[src/rtl/axi4_lite_master_adaptor_if.sv]
// rtl/axi4_lite_master_adaptor_if.sv - AXI4-Lite channel bundle between master and slave adaptors
interface axi4_lite_master_adaptor_if #(
    parameter int ADDR_WIDTH = 32,
    parameter int DATA_WIDTH = 32
);
    logic [ADDR_WIDTH-1:0]   awaddr;
    logic [2:0]              awprot;
    logic                    awvalid;
    logic                    awready;
    logic [DATA_WIDTH-1:0]   wdata;
    logic [DATA_WIDTH/8-1:0] wstrb;
    logic                    wvalid;
    logic                    wready;
    logic [1:0]              bresp;
    logic                    bvalid;
    logic                    bready;
    logic [ADDR_WIDTH-1:0]   araddr;
    logic [2:0]              arprot;
    logic                    arvalid;
    logic                    arready;
    logic [DATA_WIDTH-1:0]   rdata;
    logic [1:0]              rresp;
    logic                    rvalid;
    logic                    rready;

    modport master (
        output awaddr, awprot, awvalid, input awready,
        output wdata, wstrb, wvalid, input wready,
        input bresp, bvalid, output bready,
        output araddr, arprot, arvalid, input arready,
        input rdata, rresp, rvalid, output rready
    );

    modport slave (
        input awaddr, awprot, awvalid, output awready,
        input wdata, wstrb, wvalid, output wready,
        output bresp, bvalid, input bready,
        input araddr, arprot, arvalid, output arready,
        output rdata, rresp, rvalid, input rready
    );
endinterface

[src/rtl/axi4_lite_master_adaptor.sv]
// rtl/axi4_lite_master_adaptor.sv - single-outstanding AXI4-Lite master driven by a valid/ready command port
// Optional watchdog: define AXI4_LITE_MASTER_TIMEOUT_EN to abort stalled transactions after TIMEOUT_CYCLES.
module axi4_lite_master_adaptor #(
    parameter int ADDR_WIDTH     = 32,
    parameter int DATA_WIDTH     = 32,
    parameter int TIMEOUT_CYCLES = 256
) (
    input  logic                    aclk,
    input  logic                    areset,
    input  logic                    cmd_valid_in,
    output logic                    cmd_ready_out,
    input  logic                    cmd_write_in,
    input  logic [ADDR_WIDTH-1:0]   cmd_addr_in,
    input  logic [2:0]              cmd_prot_in,
    input  logic [DATA_WIDTH-1:0]   cmd_wdata_in,
    input  logic [DATA_WIDTH/8-1:0] cmd_wstrb_in,
    output logic                    rsp_valid_out,
    input  logic                    rsp_ready_in,
    output logic                    rsp_write_out,
    output logic [1:0]              rsp_resp_out,
    output logic [DATA_WIDTH-1:0]   rsp_rdata_out,
    axi4_lite_master_adaptor_if.master axi
);
    localparam int STRB_WIDTH = DATA_WIDTH / 8;

    if (TIMEOUT_CYCLES < 2 || TIMEOUT_CYCLES > 65535) begin : g_bad_timeout
        $error("TIMEOUT_CYCLES out of range 2..65535");
    end

    typedef enum logic [2:0] {IDLE, WRITE, WRESP, RADDR, RDATA, RSP} state_t;

    // Every bus-facing output lives in this one register bank so reset clears all of it together.
    typedef struct packed {
        logic [ADDR_WIDTH-1:0] awaddr;
        logic [2:0]            awprot;
        logic                  awvalid;
        logic [DATA_WIDTH-1:0] wdata;
        logic [STRB_WIDTH-1:0] wstrb;
        logic                  wvalid;
        logic                  bready;
        logic [ADDR_WIDTH-1:0] araddr;
        logic [2:0]            arprot;
        logic                  arvalid;
        logic                  rready;
        logic                  rsp_valid;
        logic                  rsp_write;
        logic [1:0]            rsp_resp;
        logic [DATA_WIDTH-1:0] rsp_rdata;
    } regs_t;

    state_t state, state_d;
    regs_t  r, n;

    assign cmd_ready_out = (state == IDLE) && !areset;

`ifdef AXI4_LITE_MASTER_TIMEOUT_EN
    localparam logic [15:0] WD_LAST = 16'(TIMEOUT_CYCLES - 1);
    logic [15:0] wd_cnt;
    logic        busy;
    logic        wd_expire;

    assign busy      = (state == WRITE) || (state == WRESP) || (state == RADDR) || (state == RDATA);
    assign wd_expire = busy && (wd_cnt == WD_LAST);

    // Held at zero outside the bus phases, so it restarts on every entry to WRITE/RADDR.
    always_ff @(posedge aclk) begin
        if (areset || !busy) begin
            wd_cnt <= '0;
        end else begin
            wd_cnt <= wd_cnt + 16'd1;
        end
    end
`endif

    always_ff @(posedge aclk) begin
        if (areset) begin
            state <= IDLE;
            r     <= '0;
        end else begin
            state <= state_d;
            r     <= n;
        end
    end

    always_comb begin
        n       = r;
        state_d = state;
        case (state)
            IDLE: begin
                if (cmd_valid_in && cmd_ready_out) begin
                    n.rsp_write = cmd_write_in;
                    if (cmd_write_in) begin
                        n.awaddr    = cmd_addr_in;
                        n.awprot    = cmd_prot_in;
                        n.awvalid   = 1'b1;
                        n.wdata     = cmd_wdata_in;
                        n.wstrb     = cmd_wstrb_in;
                        n.wvalid    = 1'b1;
                        n.rsp_rdata = '0;
                        state_d     = WRITE;
                    end else begin
                        n.araddr  = cmd_addr_in;
                        n.arprot  = cmd_prot_in;
                        n.arvalid = 1'b1;
                        state_d   = RADDR;
                    end
                end
            end
            WRITE: begin
                if (axi.awready) n.awvalid = 1'b0;
                if (axi.wready)  n.wvalid  = 1'b0;
                if (!n.awvalid && !n.wvalid) begin
                    n.bready = 1'b1;
                    state_d  = WRESP;
                end
            end
            WRESP: begin
                if (r.bready && axi.bvalid) begin
                    n.bready    = 1'b0;
                    n.rsp_resp  = axi.bresp;
                    n.rsp_valid = 1'b1;
                    state_d     = RSP;
                end
            end
            RADDR: begin
                if (axi.arready) begin
                    n.arvalid = 1'b0;
                    n.rready  = 1'b1;
                    state_d   = RDATA;
                end
            end
            RDATA: begin
                if (r.rready && axi.rvalid) begin
                    n.rready    = 1'b0;
                    n.rsp_rdata = axi.rdata;
                    n.rsp_resp  = axi.rresp;
                    n.rsp_valid = 1'b1;
                    state_d     = RSP;
                end
            end
            RSP: begin
                if (rsp_ready_in) begin
                    n.rsp_valid = 1'b0;
                    state_d     = IDLE;
                end
            end
            default: state_d = IDLE;
        endcase
`ifdef AXI4_LITE_MASTER_TIMEOUT_EN
        if (wd_expire) begin
            n.awvalid   = 1'b0;
            n.wvalid    = 1'b0;
            n.bready    = 1'b0;
            n.arvalid   = 1'b0;
            n.rready    = 1'b0;
            n.rsp_valid = 1'b1;
            n.rsp_resp  = 2'b10;
            n.rsp_rdata = '0;
            state_d     = RSP;
        end
`endif
    end

    assign axi.awaddr    = r.awaddr;
    assign axi.awprot    = r.awprot;
    assign axi.awvalid   = r.awvalid;
    assign axi.wdata     = r.wdata;
    assign axi.wstrb     = r.wstrb;
    assign axi.wvalid    = r.wvalid;
    assign axi.bready    = r.bready;
    assign axi.araddr    = r.araddr;
    assign axi.arprot    = r.arprot;
    assign axi.arvalid   = r.arvalid;
    assign axi.rready    = r.rready;
    assign rsp_valid_out = r.rsp_valid;
    assign rsp_write_out = r.rsp_write;
    assign rsp_resp_out  = r.rsp_resp;
    assign rsp_rdata_out = r.rsp_rdata;
endmodule

[src/flat_wrapper.sv]
// flat-port wrapper written by rule: the top's interface ports become plain ports
module axi4_lite_master_adaptor_flat 
#(
    parameter int ADDR_WIDTH     = 32,
    parameter int DATA_WIDTH     = 32,
    parameter int TIMEOUT_CYCLES = 256
)
  (aclk, areset, cmd_valid_in, cmd_ready_out, cmd_write_in, cmd_addr_in, cmd_prot_in, cmd_wdata_in, cmd_wstrb_in, rsp_valid_out, rsp_ready_in, rsp_write_out, rsp_resp_out, rsp_rdata_out, axi_awaddr, axi_awprot, axi_awvalid, axi_awready, axi_wdata, axi_wstrb, axi_wvalid, axi_wready, axi_bresp, axi_bvalid, axi_bready, axi_araddr, axi_arprot, axi_arvalid, axi_arready, axi_rdata, axi_rresp, axi_rvalid, axi_rready);
  axi4_lite_master_adaptor_if #(.ADDR_WIDTH(ADDR_WIDTH), .DATA_WIDTH(DATA_WIDTH)) axi_i ();
  input  logic aclk;
  input  logic areset;
  input  logic cmd_valid_in;
  output logic cmd_ready_out;
  input  logic cmd_write_in;
  input  logic [ADDR_WIDTH-1:0] cmd_addr_in;
  input  logic [2:0] cmd_prot_in;
  input  logic [DATA_WIDTH-1:0] cmd_wdata_in;
  input  logic [DATA_WIDTH/8-1:0] cmd_wstrb_in;
  output logic rsp_valid_out;
  input  logic rsp_ready_in;
  output logic rsp_write_out;
  output logic [1:0] rsp_resp_out;
  output logic [DATA_WIDTH-1:0] rsp_rdata_out;
  output wire logic [$bits(axi_i.awaddr)-1:0] axi_awaddr;
  output wire logic [$bits(axi_i.awprot)-1:0] axi_awprot;
  output wire logic [$bits(axi_i.awvalid)-1:0] axi_awvalid;
  input wire logic [$bits(axi_i.awready)-1:0] axi_awready;
  output wire logic [$bits(axi_i.wdata)-1:0] axi_wdata;
  output wire logic [$bits(axi_i.wstrb)-1:0] axi_wstrb;
  output wire logic [$bits(axi_i.wvalid)-1:0] axi_wvalid;
  input wire logic [$bits(axi_i.wready)-1:0] axi_wready;
  input wire logic [$bits(axi_i.bresp)-1:0] axi_bresp;
  input wire logic [$bits(axi_i.bvalid)-1:0] axi_bvalid;
  output wire logic [$bits(axi_i.bready)-1:0] axi_bready;
  output wire logic [$bits(axi_i.araddr)-1:0] axi_araddr;
  output wire logic [$bits(axi_i.arprot)-1:0] axi_arprot;
  output wire logic [$bits(axi_i.arvalid)-1:0] axi_arvalid;
  input wire logic [$bits(axi_i.arready)-1:0] axi_arready;
  input wire logic [$bits(axi_i.rdata)-1:0] axi_rdata;
  input wire logic [$bits(axi_i.rresp)-1:0] axi_rresp;
  input wire logic [$bits(axi_i.rvalid)-1:0] axi_rvalid;
  output wire logic [$bits(axi_i.rready)-1:0] axi_rready;
  assign axi_awaddr = axi_i.awaddr;
  assign axi_awprot = axi_i.awprot;
  assign axi_awvalid = axi_i.awvalid;
  assign axi_i.awready = axi_awready;
  assign axi_wdata = axi_i.wdata;
  assign axi_wstrb = axi_i.wstrb;
  assign axi_wvalid = axi_i.wvalid;
  assign axi_i.wready = axi_wready;
  assign axi_i.bresp = axi_bresp;
  assign axi_i.bvalid = axi_bvalid;
  assign axi_bready = axi_i.bready;
  assign axi_araddr = axi_i.araddr;
  assign axi_arprot = axi_i.arprot;
  assign axi_arvalid = axi_i.arvalid;
  assign axi_i.arready = axi_arready;
  assign axi_i.rdata = axi_rdata;
  assign axi_i.rresp = axi_rresp;
  assign axi_i.rvalid = axi_rvalid;
  assign axi_rready = axi_i.rready;
  axi4_lite_master_adaptor #(.ADDR_WIDTH(ADDR_WIDTH), .DATA_WIDTH(DATA_WIDTH), .TIMEOUT_CYCLES(TIMEOUT_CYCLES)) u_core (.aclk(aclk), .areset(areset), .cmd_valid_in(cmd_valid_in), .cmd_ready_out(cmd_ready_out), .cmd_write_in(cmd_write_in), .cmd_addr_in(cmd_addr_in), .cmd_prot_in(cmd_prot_in), .cmd_wdata_in(cmd_wdata_in), .cmd_wstrb_in(cmd_wstrb_in), .rsp_valid_out(rsp_valid_out), .rsp_ready_in(rsp_ready_in), .rsp_write_out(rsp_write_out), .rsp_resp_out(rsp_resp_out), .rsp_rdata_out(rsp_rdata_out), .axi(axi_i));
endmodule
[config.mk]
export PLATFORM = sky130hd
export DESIGN_NAME = axi4_lite_master_adaptor_flat
export DESIGN_NICKNAME = d
export VERILOG_FILES = /design/src/rtl/axi4_lite_master_adaptor_if.sv /design/src/rtl/axi4_lite_master_adaptor.sv /design/src/flat_wrapper.sv
export SDC_FILE = /design/constraint.sdc
export NUM_CORES = 1
export LEC_CHECK = 0
export CORE_MARGIN = 10
export CORE_UTILIZATION = 44
export CTS_BUF_LIST = sky130_fd_sc_hd__clkbuf_16
export CTS_CLUSTER_DIAMETER = 200
export DETAILED_ROUTE_END_ITERATION = 10
export HOLD_SLACK_MARGIN = 0.02
export PLACE_DENSITY = 0.86
export SLEW_MARGIN = 5
export SYNTH_ARGS = -nofsm -noshare
export SYNTH_HDL_FRONTEND = slang
export SYNTH_SLANG_ARGS = --single-unit
[constraint.sdc]
create_clock -name aclk -period 5.6 [get_ports aclk]
set_clock_uncertainty 0.2 [all_clocks]
set_input_delay 1.12 -clock aclk [delete_from_list [all_inputs] [get_ports aclk]]
set_output_delay 1.12 -clock aclk [all_outputs]
set_load 0.01 [all_outputs]
==> metrics <==
pin count of the biggest net entering global routing=93; Min Clock Period, post-route=3.93 ns; Synth Flop Type=dfxtp_1; initial antenna violation count=0; leakage power=2.92 nW; top-area cell type share of the netlist area=54.3%; main area contributors after synthesis=dfxtp_1 (54%), nand2_1 (17%), a21oi_1 (13%), nand3_1 (3.3%), buf_6 (2.8%); Post-Route Setup TNS=0 ns; status=complete, no violations; total CTS buffers=17; via count=5548; actual slew at the worst max-slew pin=1.11 ns; Synth area leader=dfxtp_1; Initial DRT Pass Iterations=5; Netlist Area Pre-Place=5530 um^2; slew margin rel.=25.8%; fin area=8670 um^2; post-CTS sizing=0; worst reg2reg startpoint=u_core.state[0]; Ys Warns=0; vias in the first global route=5487; Setup CP Type=in2out; Port Buffers=264; worst skew pair latency=0.42 ns; FP Rows=40; routability cong.=0.815; Clock transition at path regs=0.06 ns; Die ar.=17500 um^2; Max Buffers Root-to-Sink=2; Hold-fix buffers, CTS=0; Finished Core Util=71.3%; pwr dens=333 nW/um^2; Overall Global Routing Usage=21.1%; Req. time, crit path=4.28 ns; Final Power=2.89 mW; CP Capture Type=primary output; Clock Sinks=150; RR Endpoint=u_core.axi.wdata[12]; Tcrit/Tclk final=70.2%; via/cell ratio=5.02; RSZ-0062 raised after global routing=false; Initial Util=45.5%; Worst Hold Path Cells=2; final wirelength=19100 um; asr flop ratio synth=0%; worst setup path start=areset; WHS Endpoint=u_core.rsp_rdata_out[22]; Netlist cell types=36; Post-synth EDFFs=0; clock root buffer=clkbuf_16; IO Count=265; DR DRC count=0; fillers=941; post-CTS setup buffer count=0; Hold Path Class=reg2reg; R2R depth=5; most frequent cells in the layout=clkdlybuf4s50_1 (263), nand2_1 (254), dfxtp_1 (150); hold_sp=u_core.rsp_rdata_out[22]; Worst Path Max Fanout=92; fmax=254 MHz; share of cells above drive strength 1=5.02%; drt wl/cell=17.3 um; H-tree levels=4; Post-DRT Antenna Nets=0; final-stage net count=1041; flops & latches, synth=150; Final Setup Violations=0; Syn Area/Cell=8.08 um^2; # diodes=0; CP startpoint kind=primary input; commonest non-fill, non-tap cell in the layout=clkdlybuf4s50_1; first-pass GRT wire length=29700 um; CTS tree=done; Post-DP Area=8130 um^2; core footprint=12200 um^2; half-perimeter wire length after detailed placement=13700 um; Final Slew Violations=0; Mapped Nets=802; drt initial violations=434; P&R area growth vs syn=56.7%; Die Y=132 um; Synth Instances=685; Chip Width=132 um; final number of hold-violating endpoints=0; max_cap viols=0; grt total ovfl=0; Worst EP arrival=2.61 ns; reg2reg setup slack=2.65 ns; sequential area share after synthesis=54.3%; VDD IR-drop max=0.214 mV
-- final cells by class --
class	instances	area, um^2	area share [%]
Clock buffer	17	425	4.91
Clock inverter	15	115	1.33
Inverter	3	11.3	0.130
Multi-Input combinational cell	480	2200	25.4
Sequential cell	150	3000	34.6
Tap cell	168	210	2.42
Timing Repair Buffer	272	2700	31.1
-- synthesized netlist by cell type (all sizes together), types with 2 or more instances --
| cell | number |
|---|---|
| nand2 | 254 |
| dfxtp | 150 |
| a21oi | 144 |
| nand3 | 36 |
| buf | 27 |
| clkbuf | 25 |
| nor2 | 9 |
| o21ai | 5 |
| nor2b | 4 |
| a311oi | 3 |
| inv | 3 |
| and3 | 2 |
| nand4b | 2 |
| nor3 | 2 |
| o211ai | 2 |
-- flip-flops by register name, summed over array words and instances (netlist names), 2 cells and up --
register and cells:
u_core.axi.wdata 32, u_core.axi.awprot 3, u_core.axi.arprot 3, u_core.axi.araddr 32, u_core.rsp_rdata_out 32, u_core.axi.awaddr 32, u_core.state 3, u_core.rsp_resp_out 2
u_core.axi.wstrb 4
-- worst max-delay path by stage --
stage | endpoint | slack [ns] | cells past startpoint
3_3_place_gp | u_core.axi.awaddr[7] | 1.63 | 6
2_1_floorplan | cmd_ready_out | 2.45 | 3
6_report | cmd_ready_out | 1.67 | 3
3_5_place_dp | u_core.axi.wdata[13] | 1.57 | 6
4_1_cts | cmd_ready_out | 1.70 | 3
5_1_grt | cmd_ready_out | 1.59 | 3
-- report_power, final --
| group | internal (mW) | switching, mW | leakage (nW) |
|---|---|---|---|
| registers | 1.15 | 0.0782 | 1.21 |
| logic | 0.291 | 0.329 | 1.45 |
| clock network | 0.602 | 0.440 | 0.253 |
| total | 2.04 | 0.848 | 2.92 |
-- per-layer routing --
| layer | wire length, um | global-route usage (%) | part of all wire, % | up-vias |
|---|---|---|---|---|
| met3 | 2310 | 11.1 | 12 | 26 |
| met5 | 0 | 0 | 0 | - |
| met2 | 9280 | 35.1 | 49 | 226 |
| met1 | 7220 | 22.7 | 38 | 2556 |
| li1 | - | - | - | 2740 |
| met4 | 298 | 6.55 | 1.6 | 0 |
-- critical path, stage by stage --
cell and delay [ns]:
buf_4 0.72, nor3_1 0.17, clkdlybuf4s50_1 0.55
-- metrics by stage --
stage / worst slack (ns) / hold slack [ns] / instances
after floorplan: 2.45 / 0.276 / 685
after global placement: 1.63 / 0.237 / 1073
after detailed placement: 1.57 / 0.242 / 1073
after CTS: 1.70 / 0.250 / 1105
after global routing: 1.59 / 0.264 / 1105
final: 1.67 / 0.249 / 1105
-- cells by family after synthesis --
logic type	count (synthesis)	share of synthesized area, %
and+or+nand+nor	320	24.3
AOI/OAI and AO/OA	159	15.2
DFF	150	54.3
buffers and inverters	55	5.97
muxes	1	0.181
Power figures use the tool's default switching activity.
